### config.mk
export PLATFORM = sky130hd
export DESIGN_NAME = mix_columns_ctrl
export DESIGN_NICKNAME = d
export VERILOG_FILES = /design/src/rtl/mix_columns_ctrl.sv
export SDC_FILE = /design/constraint.sdc
export NUM_CORES = 1
export LEC_CHECK = 0
export ABC_CLOCK_PERIOD_IN_PS = 13800
export CAP_MARGIN = 20
export CORE_MARGIN = 4
export CORE_UTILIZATION = 36
export CTS_BUF_LIST = sky130_fd_sc_hd__clkbuf_8
export CTS_CLUSTER_DIAMETER = 60
export DETAILED_ROUTE_END_ITERATION = 16
export PLACE_DENSITY = 0.6
export SYNTH_ARGS = -nofsm -noshare
export SYNTH_HDL_FRONTEND = slang
export SYNTH_SLANG_ARGS = --single-unit
### constraint.sdc
create_clock -name pi_clk -period 13.8 [get_ports pi_clk]
set_input_delay 3.45 -clock pi_clk [delete_from_list [all_inputs] [get_ports pi_clk]]
set_output_delay 3.45 -clock pi_clk [all_outputs]
set_load 0.01 [all_outputs]
### src/rtl/mix_columns_ctrl.sv
`timescale 1ns/1ps
`default_nettype none
// ============================================================================
//  Module      : mix_columns_ctrl
//  Description : AES MixColumns sequencer. Runs 64 GF(2^8) products through
//                LANES multipliers per cycle and XOR-accumulates them into
//                the 16 output bytes. Start/done handshake; bypass copies the
//                state through unchanged for the final round.
//  Revision    : 1.0  initial release
// ============================================================================
module mix_columns_ctrl #(
    parameter int LANES = 1
) (
    input  logic         pi_clk,
    input  logic         pi_rst,
    input  logic         pi_start,
    input  logic         pi_bypass,
    input  logic [127:0] pi_state,
    output logic [127:0] po_state,
    output logic         po_busy,
    output logic         po_done
);

    localparam int         c_N    = 64 / LANES;
    localparam logic [5:0] c_LAST = 6'(c_N - 1);

    typedef enum logic [1:0] {
        ST_IDLE = 2'd0,
        ST_RUN  = 2'd1,
        ST_PASS = 2'd2
    } state_t;

    state_t         r_fsm;
    state_t         w_fsm_next;
    logic           w_accept;
    logic           w_finish;
    logic           w_last;

    logic [127:0]   r_in;
    logic [127:0]   r_acc;
    logic [127:0]   r_out;
    logic [127:0]   w_acc_next;
    logic [5:0]     r_cnt;
    logic           r_busy;
    logic           r_done;

    // Multiply by x in GF(2^8) with the AES reduction polynomial.
    function automatic logic [7:0] xtime(input logic [7:0] b);
        return {b[6:0], 1'b0} ^ (b[7] ? 8'h1B : 8'h00);
    endfunction

    // Coefficient multiplier: 00 = x1, 10 = x2, 11 = x3, 01 falls back to x1.
    function automatic logic [7:0] gf_mul(input logic [7:0] b, input logic [1:0] code);
        logic [7:0] x2;
        x2 = xtime(b);
        case (code)
            2'b10:   return x2;
            2'b11:   return x2 ^ b;
            default: return b;
        endcase
    endfunction

    // Row 0 is {02,03,01,01}; row r is row 0 rotated right by r.
    function automatic logic [1:0] coef_code(input logic [1:0] r, input logic [1:0] t);
        logic [1:0] d;
        d = t - r;
        case (d)
            2'd0:    return 2'b10;
            2'd1:    return 2'b11;
            default: return 2'b00;
        endcase
    endfunction

    assign w_last = (r_cnt == c_LAST);

    // Products for this cycle's lanes folded into the accumulator.
    always_comb begin
        logic [5:0] w_p;
        logic [3:0] w_dst;
        logic [3:0] w_src;
        w_acc_next = r_acc;
        w_p        = 6'd0;
        w_dst      = 4'd0;
        w_src      = 4'd0;
        for (int l = 0; l < LANES; l++) begin
            w_p   = 6'(int'(r_cnt) * LANES + l);
            w_dst = w_p[5:2];
            w_src = {w_p[5:4], w_p[1:0]};
            w_acc_next[127 - 8*int'(w_dst) -: 8] = w_acc_next[127 - 8*int'(w_dst) -: 8]
                ^ gf_mul(r_in[127 - 8*int'(w_src) -: 8], coef_code(w_p[3:2], w_p[1:0]));
        end
    end

    // State register.
    always_ff @(posedge pi_clk or posedge pi_rst) begin
        if (pi_rst) r_fsm <= ST_IDLE;
        else        r_fsm <= w_fsm_next;
    end

    // Next-state decode and handshake strobes.
    always_comb begin
        w_fsm_next = r_fsm;
        w_accept   = 1'b0;
        w_finish   = 1'b0;
        case (r_fsm)
            ST_IDLE: begin
                if (pi_start) begin
                    w_accept   = 1'b1;
                    w_fsm_next = pi_bypass ? ST_PASS : ST_RUN;
                end
            end
            ST_RUN: begin
                if (w_last) begin
                    w_finish   = 1'b1;
                    w_fsm_next = ST_IDLE;
                end
            end
            ST_PASS: begin
                w_finish   = 1'b1;
                w_fsm_next = ST_IDLE;
            end
            default: w_fsm_next = ST_IDLE;
        endcase
    end

    // Capture, accumulate and publish; the output register only moves on a
    // finishing edge so a partial accumulation is never visible.
    always_ff @(posedge pi_clk or posedge pi_rst) begin
        if (pi_rst) begin
            r_in   <= '0;
            r_acc  <= '0;
            r_out  <= '0;
            r_cnt  <= '0;
            r_busy <= 1'b0;
            r_done <= 1'b0;
        end else begin
            r_done <= w_finish;
            if (w_accept) begin
                r_in   <= pi_state;
                r_acc  <= '0;
                r_cnt  <= '0;
                r_busy <= 1'b1;
            end
            if (r_fsm == ST_RUN) begin
                r_acc <= w_acc_next;
                r_cnt <= r_cnt + 6'd1;
            end
            if (w_finish) begin
                r_busy <= 1'b0;
                r_out  <= (r_fsm == ST_PASS) ? r_in : w_acc_next;
            end
        end
    end

    assign po_state = r_out;
    assign po_busy  = r_busy;
    assign po_done  = r_done;

endmodule
`default_nettype wire
==> results by group, run 1 <==
Status
  – Status: completed

Yosys
  – Post-synth EDFFs: 0
  – Synth async-reset ratio: 100%
  – Synth Instances: 1800
  – Post-synth top area share: 52.6%
  – Part of the Yosys area used for sequential elements: 52.6%
  – Syn nets: 1937
  – Cell taking the most area after synthesis: dfrtp_1
  – Synth area leaders: dfrtp_1 (53%), mux2_2 (7.9%), mux4_2 (7.3%), o21ai_0 (6.6%), nand2_1 (4.2%)
  – Post-synth top flop: dfrtp_1
  – YS warnings: 0
  – Post-Syn Area: 18800 um^2
  – Syn Area/Cell: 10.4 um^2
  – Yosys reg bits: 394
  – Synth cell types: 57

Floorplan
  – DIE HEIGHT: 236 um
  – Die Wd: 236 um
  – I/O pins: 262
  – Initial core utilization: 36.5%
  – Row cnt: 83
  – Core Area: 51400 um^2
  – Die area: 55800 um^2

STA
  – Setup violators final: 0
  – Tmin final: 5530 ps
  – Highest clock rate: 181 MHz
  – Fin Setup TNS: 0 ps
  – Final count of hold timing violations: 0
  – Period utilisation layout: 40.1%
  – Worst-Margin Slew: 1120 ps
  – RSZ-0062 raised after global routing: false
  – Clk_skew: 27.1 ps
  – Worst slew margin: 25.4%
  – Count of final max-slew check failures: 0

Job
  – MaxCap Viol Count: 0

Global route
  – Antenna violations before repair: 1
  – First-pass GRT wire length: 96.0 mm
  – Largest net degree at the start of global routing: 111
  – Vias in the first global route: 15300
  – Total GRT Usage: 22.2%
  – GRT overflow: 0

Pwr
  – Peak supply drop: 0.144 mV
  – Power Density: 242 nW/um^2
  – Static Leakage: 9.80 nW

Drt
  – Iteration-0 DRC Markers: 1247
  – Via count: 15000
  – DRC errors left: 0
  – Post-route ant nets: 0
  – First-pass detailed-route iteration total: 5
  – Routed length per instance: 23.1 um
  – Total wire length: 63.2 mm
  – Via density: 5.49

Critical path
  – WP data arrival: 6040 ps
  – Crit. End Element: register
  – Reg2Reg Setup Slack: 8670 ps
  – Reg2reg end: po_state[125]
  – Critical path data required time: 14310 ps
  – FF-to-FF path depth: 10
  – Crit path largest cell delay: 790 ps
  – Startpoint type of the worst setup path: primary input
  – Kind of critical path: in -> reg
  – Crit path from: pi_start
  – CP Cell Sequence: clkdlybuf4s50_1 > nand2_4 > or2_4 > buf_4 > nand3_1 > o21ai_0
  – CP max stage cell: buf_4
  – RR Startpoint: r_cnt[4]
  – Max FO, Critical Path: 90

Clocking
  – Clk slew on worst S/H paths: 60 ps
  – Cts bufs inserted: 69
  – Cts hold-fix bufs: 0
  – CTS tree: done
  – Worst-Skew Late Latency: 630 ps
  – Max Buffers Root-to-Sink: 3
  – Clk sink count: 394
  – H-tree depth: 3
  – Post-CTS Setup Bufs: 0
  – CTS root buf: clkbuf_8
  – CTS resizes: 0

Hold path
  – Hold Crit Start: po_state[108]
  – WHS Endpoint: po_state[108]
  – Min-delay worst type: reg -> reg
  – Hold path depth: 2

Layout
  – Fin nets: 2150
  – Fill cell count: 4915
  – Post-layout util: 45.3%
  – Area growth, synth to finish: 24.3%
  – Share of layout cells above drive strength 1: 16.5%
  – Non-Filler Cell Area, Final: 23300 um^2

Placed design
  – DP Area: 21900 um^2
  – Hpwl dp: 44.1 mm
  – Final GP Congestion: 0.914
  – Port Buffers: 261
[kinds of logic after synthesis]
family / synth area share, %
mux: 16.5
compound gates: 13.2
flops: 52.6
simple gates: 13.0
buf+inv: 3.57
xor+xnor: 0.821
fa+ha+maj: 0.334
[critical path: cells and delay by family]
kind                   cells  cell delay [ps]
buffers and inverters      2             1320
AO/OA/AOI/OAI              1              130
AND/OR/NAND/NOR            3             1030
[routing by layer]
| metal | part of all wire, % | vias up | global-route usage (%) |
|---|---|---|---|
| met5 | 0 | - | 0 |
| met4 | 3.2 | 0 | 7.59 |
| met3 | 7.2 | 110 | 5.50 |
| met2 | 49 | 491 | 37.0 |
| met1 | 41 | 7608 | 28.4 |
| li1 | - | 6817 | - |
[cell usage after synthesis (13+ instances only)]
cell type,instances
dfrtp_1,394
o21ai_0,247
nand2_1,212
nor2_1,166
a21oi_1,148
mux2_2,131
nand3_1,128
clkbuf_1,115
mux4_2,61
nand3b_1,15
buf_1,13
inv_1,13
[layout by cell type, fill, tap and decap left out, types with 3 or more instances in the layout]
master,n
nor3_1,8
a221oi_1,9
buf_4,23
o22ai_1,8
nor2b_1,6
dfrtp_1,392
mux4_2,61
clkdlybuf4s50_1,261
o21ai_1,3
mux2i_1,12
nand2_1,210
a21oi_1,148
clkbuf_8,84
o21ai_0,246
nor3b_1,4
mux2_2,131
inv_1,35
and3_1,7
nor2_1,166
ha_1,4
a22oi_1,6
and2_1,5
nand2b_1,5
mux4_1,5
clkinvlp_4,3
bufinv_16,3
nand3b_1,15
nand3_1,128
o21ai_2,10
xnor2_2,4
a22o_1,5
a21o_1,3
[layout make-up]
class | instances | area [um^2] | share of cell area (%)
clock buffer | 84 | 1160 | 4.96
inverter | 13 | 52.6 | 0.226
timing repair buffer | 289 | 2880 | 12.4
antenna | 1 | 2.50 | 0.0107
clock inverter | 30 | 201 | 0.865
sequential | 394 | 9860 | 42.3
multi-input combinational | 1246 | 8290 | 35.6
tap | 680 | 851 | 3.65
[power by group]
part | switching, mW | total (mW) | internal [mW]
logic | 1.53 | 2.63 | 1.10
registers | 0.362 | 1.92 | 1.56
clock network | 0.481 | 1.08 | 0.601
total | 2.37 | 5.63 | 3.26
[worst max path at each step]
stage                   endpoint  depth (start not counted)
finish                 r_acc[80]                          6
detailed placement  po_state[46]                          4
floorplan                po_busy                          1
global route        po_state[64]                          5
global placement        r_in[46]                          4
CTS                 po_state[64]                          4
[metrics by stage]
step / power (mW) / hold WS (ps) / setup WS (ps) / std cells
floorplan: 3.35 / 445 / 5050 / 1800
global placement: 4.46 / 464 / 7400 / 2617
detailed placement: 4.53 / 472 / 7310 / 2618
CTS: 5.64 / 485 / 7980 / 2732
global route: 5.95 / 508 / 8060 / 2736
finish: 5.63 / 476 / 8270 / 2737
[sequential cells by signal, summed over array words and instances (netlist names)]
register / cells
po_state: 128
r_in: 128
r_acc: 128
r_fsm: 2
po_done: 1
po_busy: 1
r_cnt: 6
No activity file was read; power rests on OpenSTA's default activity.
==> run 2, diff against run 1 <==
--- a/config.mk
+++ b/config.mk
@@ -5,7 +5,7 @@
 export SDC_FILE = /design/constraint.sdc
 export NUM_CORES = 1
 export LEC_CHECK = 0
-export ABC_CLOCK_PERIOD_IN_PS = 13800
+export ABC_CLOCK_PERIOD_IN_PS = 4800
 export CAP_MARGIN = 20
 export CORE_MARGIN = 4
 export CORE_UTILIZATION = 36
==> constraint.sdc (replaced) <==
create_clock -name pi_clk -period 4.8 [get_ports pi_clk]
set_input_delay 1.2 -clock pi_clk [delete_from_list [all_inputs] [get_ports pi_clk]]
set_output_delay 1.2 -clock pi_clk [all_outputs]
set_load 0.01 [all_outputs]
==> results by group, run 2 (same netlist as run 1, synthesis figures left out) <==
Hold path
  – Min-delay worst type: reg -> reg
  – Hold Crit Start: po_state[90]

Floorplan
  – Initial core utilization: 36.5%
  – DIE HEIGHT: 236 um
  – Die Wd: 236 um
  – Die area: 55800 um^2
  – I/O pins: 262
  – Row cnt: 83
  – Core Area: 51400 um^2

Placed design
  – Pre-CTS setup slack: 1010 ps
  – Port Buffers: 261
  – Final GP Congestion: 0.910
  – Hpwl dp: 47.1 mm

STA
  – Final count of hold timing violations: 0
  – Count of final max-slew check failures: 0
  – Clk_skew: 30.7 ps
  – Hold_ws: 475 ps
  – Tmin final: 3870 ps
  – Worst slew margin: 36.9%
  – Highest clock rate: 258 MHz
  – Period utilisation layout: 80.7%
  – RSZ-0062 raised after global routing: false
  – Fin Setup TNS: 0 ps
  – Setup violators final: 0
  – Worst-Margin Slew: 946 ps
  – Final worst setup slack: 927 ps

Clocking
  – Clk slew on worst S/H paths: 60 ps
  – Clk sink count: 394
  – Max Buffers Root-to-Sink: 3
  – Worst-Skew Late Latency: 660 ps
  – CTS root buf: clkbuf_8
  – Cts bufs inserted: 71
  – Post-CTS Setup Bufs: 0
  – CTS tree: done
  – H-tree depth: 3
  – Cts hold-fix bufs: 0
  – CTS resizes: 0

Job
  – MaxCap Viol Count: 0

Layout
  – Share of layout cells above drive strength 1: 17.3%
  – Fin nets: 2165
  – Fill cell count: 4814
  – Highest-count cells in the layout ignoring fill and taps: dfrtp_1 (392), clkdlybuf4s50_1 (261), o21ai_0 (246), nand2_1 (210), nor2_1 (166)
  – Most common cell after layout, fill and taps aside: dfrtp_1
  – Register Area: 9860 um^2
  – Area growth, synth to finish: 25.4%
  – Multi-input gate area: 8260 um^2

Drt
  – Total wire length: 65.4 mm
  – Iteration-0 DRC Markers: 1386
  – First-pass detailed-route iteration total: 5
  – Met1 Routed Length: 27.3 mm
  – Post-route ant nets: 0
  – Top Layer Used: met4
  – Met3 Wirelength: 3.94 mm
  – Via density: 5.48
  – Via count: 15100
  – Met2 WL: 32.3 mm
  – DRC errors left: 0
  – Routed length per instance: 23.7 um

Critical path
  – Crit path from: r_cnt[0]
  – Max FO, Critical Path: 30
  – WP data arrival: 4370 ps
  – Startpoint type of the worst setup path: register
  – Kind of critical path: reg -> reg
  – RR Startpoint: r_cnt[0]
  – Critical path data required time: 5290 ps
  – Crit. End Element: register

Pwr
  – Peak supply drop: 0.420 mV
  – Static Leakage: 9.88 nW
  – Power Density: 698 nW/um^2
  – Power, Total: 16.4 mW

Global route
  – GRT overflow: 0
  – Antenna violations before repair: 2
  – First-pass GRT wire length: 98.9 mm
  – Largest net degree at the start of global routing: 135
  – Total GRT Usage: 23.1%
  – Vias in the first global route: 15500

Status
  – Status: completed
[run 2: cell types whose count changed in the layout (fill, tap and decap cells not counted), sizes merged]
cell / previous run / this run
inv: 35 / 30
clkinvlp: 3 / 7
buf: 28 / 41
clkinv: 2 / 5
clkbuf: 84 / 88
[run 2: final timing paths]
kind                                  to  slack [ps]  cells past startpoint
max                            r_acc[89]         930                      8
max reg2reg                    r_acc[89]         930                      8
min in group asynchronous  po_state[117]        1010                      2
min reg2reg                 po_state[90]         480                      2
min                         po_state[90]         480                      2
max in group asynchronous       r_in[52]        2700                      3
[run 2: metal layers]
layer	GRT usage, %	vias to the layer above
met4	6.71	0
met2	39.0	530
li1	-	6854
met3	4.30	109
met5	0	-
met1	30.5	7623
[run 2: worst max-delay path, stage by stage (launching register included)]
cell and delay, ps:
dfrtp_2 600, buf_12 310, mux4_2 580, a22o_1 290, a211oi_1 390, nor3_1 100, or4b_4 590, xnor2_4 590
o21ai_0 210
[run 2: layout make-up]
type / instances / share of cell area (%)
flip-flops and latches: 394 / 41.9
multi-input cells: 1246 / 35.1
repair buffers: 302 / 13.0
clock buffers: 88 / 5.15
well taps: 680 / 3.62
clock inverters: 32 / 0.969
inverters: 13 / 0.224
diodes: 1 / 0.0106
[run 2: power breakdown]
part | total, mW | leakage [nW] | switching, mW | internal [mW]
logic | 7.48 | 4.09 | 4.25 | 3.24
clock network | 3.25 | 0.791 | 1.44 | 1.81
registers | 5.68 | 5.00 | 1.21 | 4.48
total | 16.4 | 9.88 | 6.89 | 9.52
[run 2: per-stage QoR]
stage	utilization, %	instance area [um^2]	instances
finish	45.7	23500	2756
global route	45.7	23500	2755
CTS	45.7	23500	2755
detailed placement	42.9	22100	2635
global placement	42.9	22100	2635
floorplan	-	18800	1800
